`src/rtl/cache_mem_arbiter.sv`:
```
`default_nettype none
// ============================================================================
//  Module   : cache_mem_arbiter
//  Purpose  : Shares one cacheline memory port between the icache and dcache.
//             Latches one request, drives it downstream from registers and
//             routes the response strobe back to the owning requester.
//  Options  : ARB_RR_EN - defined: round-robin on contention;
//                         undefined: dcache always wins on contention.
//  Revision : 1.0 - initial release
// ============================================================================
module cache_mem_arbiter #(
   parameter int ADDR_W = 32,
   parameter int LINE_W = 256
) (
   input  logic              clk,
   input  logic              rst,
   // icache downward-facing port
   input  logic [ADDR_W-1:0] i_addr,
   input  logic              i_read,
   output logic [LINE_W-1:0] i_rdata,
   output logic              i_resp,
   // dcache downward-facing port
   input  logic [ADDR_W-1:0] d_addr,
   input  logic              d_read,
   input  logic              d_write,
   input  logic [LINE_W-1:0] d_wdata,
   output logic [LINE_W-1:0] d_rdata,
   output logic              d_resp,
   // shared memory port
   output logic [ADDR_W-1:0] mem_addr,
   output logic              mem_read,
   output logic              mem_write,
   output logic [LINE_W-1:0] mem_wdata,
   input  logic [LINE_W-1:0] mem_rdata,
   input  logic              mem_resp
);

   typedef enum logic [0:0] {
      IDLE = 1'b0,
      BUSY = 1'b1
   } state_t;

   localparam logic c_OWN_I = 1'b0;
   localparam logic c_OWN_D = 1'b1;

   state_t              state_q;
   logic                owner_q;
   logic [ADDR_W-1:0]   mem_addr_q;
   logic                mem_read_q;
   logic                mem_write_q;
   logic [LINE_W-1:0]   mem_wdata_q;

   logic                w_i_req;
   logic                w_d_req;
   logic                w_grant_d;

   assign w_i_req = i_read;
   assign w_d_req = d_read | d_write;

`ifdef ARB_RR_EN
   logic rr_last_q;

   // On contention the requester that did not win last time gets the grant.
   assign w_grant_d = w_d_req & (~w_i_req | (rr_last_q == c_OWN_I));

   // Remember the most recent winner; reset to I so D wins the first contest.
   always_ff @(posedge clk) begin
      if (rst) begin
         rr_last_q <= c_OWN_I;
      end else if (state_q == IDLE && (w_i_req || w_d_req)) begin
         rr_last_q <= w_grant_d;
      end
   end
`else
   // Fixed priority: any pending dcache request beats the icache.
   assign w_grant_d = w_d_req;
`endif

   // Grant/complete FSM; all downstream outputs come straight from registers.
   always_ff @(posedge clk) begin
      if (rst) begin
         state_q     <= IDLE;
         owner_q     <= c_OWN_D;
         mem_addr_q  <= '0;
         mem_read_q  <= 1'b0;
         mem_write_q <= 1'b0;
         mem_wdata_q <= '0;
      end else begin
         case (state_q)
            IDLE: begin
               if (w_i_req || w_d_req) begin
                  state_q <= BUSY;
                  owner_q <= w_grant_d;
                  if (w_grant_d) begin
                     // A writeback takes precedence over a simultaneous read;
                     // the dcache re-issues the read after its response.
                     mem_addr_q  <= d_addr;
                     mem_write_q <= d_write;
                     mem_read_q  <= d_read & ~d_write;
                     mem_wdata_q <= d_wdata;
                  end else begin
                     mem_addr_q  <= i_addr;
                     mem_write_q <= 1'b0;
                     mem_read_q  <= 1'b1;
                     mem_wdata_q <= '0;
                  end
               end
            end
            BUSY: begin
               // Requester inputs are ignored until memory answers.
               if (mem_resp) begin
                  state_q     <= IDLE;
                  mem_read_q  <= 1'b0;
                  mem_write_q <= 1'b0;
               end
            end
            default: begin
               state_q <= IDLE;
            end
         endcase
      end
   end

   assign mem_addr  = mem_addr_q;
   assign mem_read  = mem_read_q;
   assign mem_write = mem_write_q;
   assign mem_wdata = mem_wdata_q;

   // Read data is broadcast; only the response strobe picks the destination.
   assign i_rdata = mem_rdata;
   assign d_rdata = mem_rdata;
   assign i_resp  = mem_resp & (state_q == BUSY) & (owner_q == c_OWN_I);
   assign d_resp  = mem_resp & (state_q == BUSY) & (owner_q == c_OWN_D);

endmodule
`default_nettype wire

```
`config.mk`:
```
export PLATFORM = sky130hd
export DESIGN_NAME = cache_mem_arbiter
export DESIGN_NICKNAME = d
export VERILOG_FILES = /design/src/rtl/cache_mem_arbiter.sv
export SDC_FILE = /design/constraint.sdc
export NUM_CORES = 1
export LEC_CHECK = 0
export CORE_AREA = 2 2 532 534
export DETAILED_ROUTE_END_ITERATION = 6
export DIE_AREA = 0 0 534 536
export PLACE_DENSITY_LB_ADDON = 0.25
export REMOVE_ABC_BUFFERS = 1
export SLEW_MARGIN = 20
export SYNTH_ARGS = -nofsm -noshare
export SYNTH_HDL_FRONTEND = slang
export SYNTH_SLANG_ARGS = --single-unit
```
`constraint.sdc`:
```
create_clock -name clk -period 1.8 [get_ports clk]
set_input_delay 0.27 -clock clk [delete_from_list [all_inputs] [get_ports clk]]
set_output_delay 0.27 -clock clk [all_outputs]
set_load 0.01 [all_outputs]
```
# After elaboration in Yosys (flattened, before gate mapping)
# Cells that the tools add are included.
word_totals:
  latch_bits: 0
  inputBits: 582
  out_inout_bits: 804
  ramBits: 0
  n_memories: 0
  ff_bits: 292
  mem_bits_ro: 0
op_classes:
  add_sub_neg: 0
  n_eq_ne: 2
  mux: 12
  n_div: 0
  n_lt_le_gt_ge: 0
  multipliers: 0
  n_reduce_logical: 3
  bitwise: 8
  shift: 0
op_table:
  columns: ["op", "count"]
  rows:
  - ["256-bit two-way mux", 1]
  - ["32-bit two-way mux", 1]
  - ["1-bit two-way mux", 7]
  - ["1-bit one-hot mux with 2 select lines", 3]
  - ["1-bit bitwise AND", 4]
  - ["2-bit inequality test, second input constant", 2]
  - ["2-bit AND reduction", 2]
  - ["1-bit inverter", 3]
  - ["1-bit logical OR", 1]
  - ["1-bit bitwise OR", 1]

# Longest topological paths before layout
depth:
  ltp_word: 5
  mapped_depth: 6
  mapped_depth_nobuf: 3

# Worst setup path after synthesis
# OpenSTA, ideal clock, no wires.
synth_timing:
  path_kind: "register -> register"
  from: "register state_q"
  to: "register mem_wdata_q[215] (netlist: mem_wdata[215])"
  arrival_time_ps: 1414
  slack_ps: 327
  stages_incl_launch_ff: 6
  cell_sequence: "dfxtp_1 -> buf_2 -> nor3_1 -> buf_2 -> clkbuf_1 -> a22o_1"
synth_via:
  elab_chain_cells: 2
synth_rtl:
  columns: ["item", "line_no", "text"]
  rows:
  - ["start, declared", "46", "state_t state_q;"]
  - ["start signal, assigned", "82", "state_q <= IDLE;"]
  - ["start signal, assigned", "92", "state_q <= BUSY;"]
  - ["start signal, assigned", "112", "state_q <= IDLE;"]
  - ["1-bit inverter", null, null]
  - ["2-bit AND reduction (no line)", null, null]
  - ["end signal, assigned", "100", "mem_wdata_q <= d_wdata;"]
  - ["end, declared", "51", "logic [LINE_W-1:0] mem_wdata_q;"]
# No other way between the ends.
# A chain may end at the register's enable or synchronous reset.

# Worst setup path after layout
layout_timing:
  from: "register mem_wdata_q[229] (netlist: mem_wdata[229])"
  to: "output port mem_wdata[229]"
layout_lines:
  columns: ["item", "line_no", "text"]
  rows:
  - ["end, declared", "33", "output logic [LINE_W-1:0] mem_wdata,"]
# No word-level cell between the ends.

==> summary.txt <==
Flow run
  • MaxCap Viol Count: 0

Place
  • Port bufs: 617
  • Placed Area: 20,080 um^2
  • Placed cells: roughly 5,100
  • Dpl hpwl: 274,800 um
  • GPL Wtd Cong: 0.9155

CTS
  • Clock tree buffer depth: 3
  • Num CTS Buffers: 43
  • Worst-Skew Late Latency: between 0.6 and 0.7 ns
  • H-tree depth: 2
  • CTS tree: done
  • Root Driver: clkbuf_16
  • Number of clock sinks: 292
  • Reg clk slew, reported paths: 0.06 ns

Synthesis
  • Syn Inst Count: 1,254
  • #FFs+latches synth: approximately 290
  • Synth unique cells: 26
  • YS warnings: 0
  • Top FF cell, synth: dfxtp_1
  • Post-Syn Area per Cell: 10.64 um^2
  • Sequential area share after synthesis: a little over two fifths
  • EDFF count, synth: 0
  • Asr flop ratio synth: 0%
  • Synthesized area: 13,340 um^2

Global routing
  • Pin count of the biggest net entering global routing: 47
  • GRT Total Usage: 20.71%
  • Number of global-route vias before repair: around 11,000
  • First-pass GRT wire length: 333,600 um
  • Total congestion overflow: 0
  • Initial antenna violation count: 149

Setup path
  • Cell chain of the critical path: dlygate4sd2_1
  • Worst path max stage delay: 0.55 ns
  • Setup Crit Path Kind: reg2out
  • Worst r2r path cells: 6
  • CP max-delay cell: dlygate4sd2_1
  • WP data required: 1.53 ns
  • Critical Path AT: ~1.5 ns
  • R2r setup slk: 0.17 ns
  • Launch point of the worst reg-to-reg path: state_q$_SDFF_PP0_
  • Critical path launch point type: flop
  • CP Capture Type: output pin
  • CP Buf/Inv Count: 1
  • Delay-heaviest family, CP: buffers and inverters
  • Worst R2R End: mem_wdata[191]$_SDFFE_PP0P_
  • Worst-path fanout max: 2

Power
  • Final Power: 19.73 mW
  • Int Power: 13.88 mW
  • Pwr/cell area: 923.5 nW/um^2
  • Sequential share of power: 36.6%
  • Leakage: 7.626 nW
  • Net Sw Frac: a little under 30%
  • Clock share of power: 45.3%
  • Worst vdd ir: 0.0004176 V
  • Comb pwr share: 18.0%
  • Sw Pwr: 5.848 mW

Finish
  • Util after Layout: 7.608%
  • Number of fillers in the final layout: 32,620
  • Commonest non-fill, non-tap cell in the layout: clkdlybuf4s50_1
  • Final Instance Area: around 21,000 um^2
  • Share of cells above drive strength 1: between 10% and 20%
  • Non-Filler Instances: 5,159
  • P&R area growth vs syn: 60.19%
  • Fin nets: about 2,000
  • Leading cell types in the layout, fill and taps excluded: clkdlybuf4s50_1, dfxtp_1, a22o_1

Floorplan
  • Die height: 536 um
  • Site row count: 195
  • Starting Density: approximately 4.7%
  • CORE AREA: 280,800 um^2
  • I/O pins: 1,386
  • Die area: 286,200 um^2
  • Die span in x: roughly 530 um

STA
  • Final period util: ~100%
  • Slew Limit Fails: 0
  • Final setup violation count: 0
  • Fin. Hold Viols: 0
  • Worst-Margin Slew: 0.5234 ns
  • Final Critical Period: between 1.5 and 2 ns
  • FMAX: 0.5671 GHz
  • Setup_tns: 0 ns
  • Slew headroom: 65.25%
  • Clk_skew: 0.04549 ns

Route
  • Pre-Repair DR Iteration Count: 5
  • Via count: 12,610
  • Vias per inst: between 2 and 2.5
  • Antenna Nets Post-Route: 0
  • Drc violations: 0
  • Initial DRC Count: 1,179
  • Final wirelength: between 300,000 and 400,000 um
  • Detailed-route wire length per cell: about 59 um

Min path
  • Hold Path Cell Cnt: 2
  • Hold Path End: mem_wdata[103]$_SDFFE_PP0P_
  • Hold Path Class: in2reg
  • Worst Hold Launch: d_wdata[103]

Status
  • Status: completed
[state kept, by name, summed over array words and instances, names as in the netlist]
register and cells:
mem_wdata 256, mem_addr 32, mem_read 1, mem_write 1, owner_q 1, state_q 1
[synthesized netlist by cell type, types with 2 or more instances]
library cell	n	area (um^2)
nor2_1	4	15.01
a211oi_1	31	232.7
a21oi_1	33	165.2
or3_1	2	12.51
mux2i_1	33	330.3
a22o_1	256	2242
dfxtp_1	292	5846
buf_2	26	130.1
buf_4	513	3851
buf_6	30	337.8
clkbuf_1	16	60.06
o21ai_0	2	10.01
nand2_1	2	7.510
nor3_1	2	10.01
[kinds of logic after synthesis]
group           count (synthesis)  synth area share, %
compound gates                326                20.21
buf+inv                       589                32.96
flops                         292                43.83
mux                            33                2.477
simple gates                   14               0.5255
[repair_timing]
action                                 CTS  global route
setup endpoints to repair              202            19
hold buffers                             1             0
endpoints found under the hold margin    2             0
setup buffers                            2             0
pin swaps                                1             0
gates resized for setup                219            22
[per-stage QoR]
step,hold WS [ns],worst slack (ns)
after CTS,0.1708,0.00003275
final,0.2448,0.03659
after floorplan,0.3346,-12.94
after global placement,0.4546,-0.4685
after detailed placement,0.4569,-0.4428
after global routing,0.2120,-0.0001872
[per-layer routing]
layer  GRT usage, %  up-vias  wire length [um]
met5          14.97        -              5950
met4          7.068       45             13500
met3          29.11      424             89980
met2          32.62     2505            134800
met1          11.56     5468             62200
li1               -     4163                 -
[worst max-delay path by stage]
stage	depth (start not counted)	from	end
after floorplan	3	d_write	mem_wdata[0]$_SDFFE_PP0P_
after global placement	7	d_write	mem_wdata[93]$_SDFFE_PP0P_
after detailed placement	7	d_write	mem_wdata[35]$_SDFFE_PP0P_
after CTS	1	mem_wdata[218]$_SDFFE_PP0P_	mem_wdata[218]
after global routing	1	mem_wdata[218]$_SDFFE_PP0P_	mem_wdata[218]
final	1	mem_wdata[229]$_SDFFE_PP0P_	mem_wdata[229]
[final cells by class]
type	instances	area [um^2]	share of cell area, %
Sequential cell	292	5852	27.39
Tap cell	3743	4683	21.92
Clock inverter	17	216.5	1.013
Timing Repair Buffer	666	6262	29.31
Multi-Input combinational cell	373	3117	14.59
Clock buffer	61	1214	5.681
Inverter	2	7.507	0.03514
Antenna cell	5	12.51	0.05857
[power by group through the flow]
stage | Combinational, mW | Clock [mW] | Sequential (mW)
final | 3.56 | 8.94 | 7.23
after global routing | 3.87 | 9.56 | 7.29
after CTS | 3.69 | 9.38 | 7.23
after detailed placement | 3.86 | 0 | 7.37
after global placement | 3.88 | 0 | 7.38
after floorplan | 0.819 | 0 | 7.55
No activity file was read; power rests on OpenSTA's default activity.
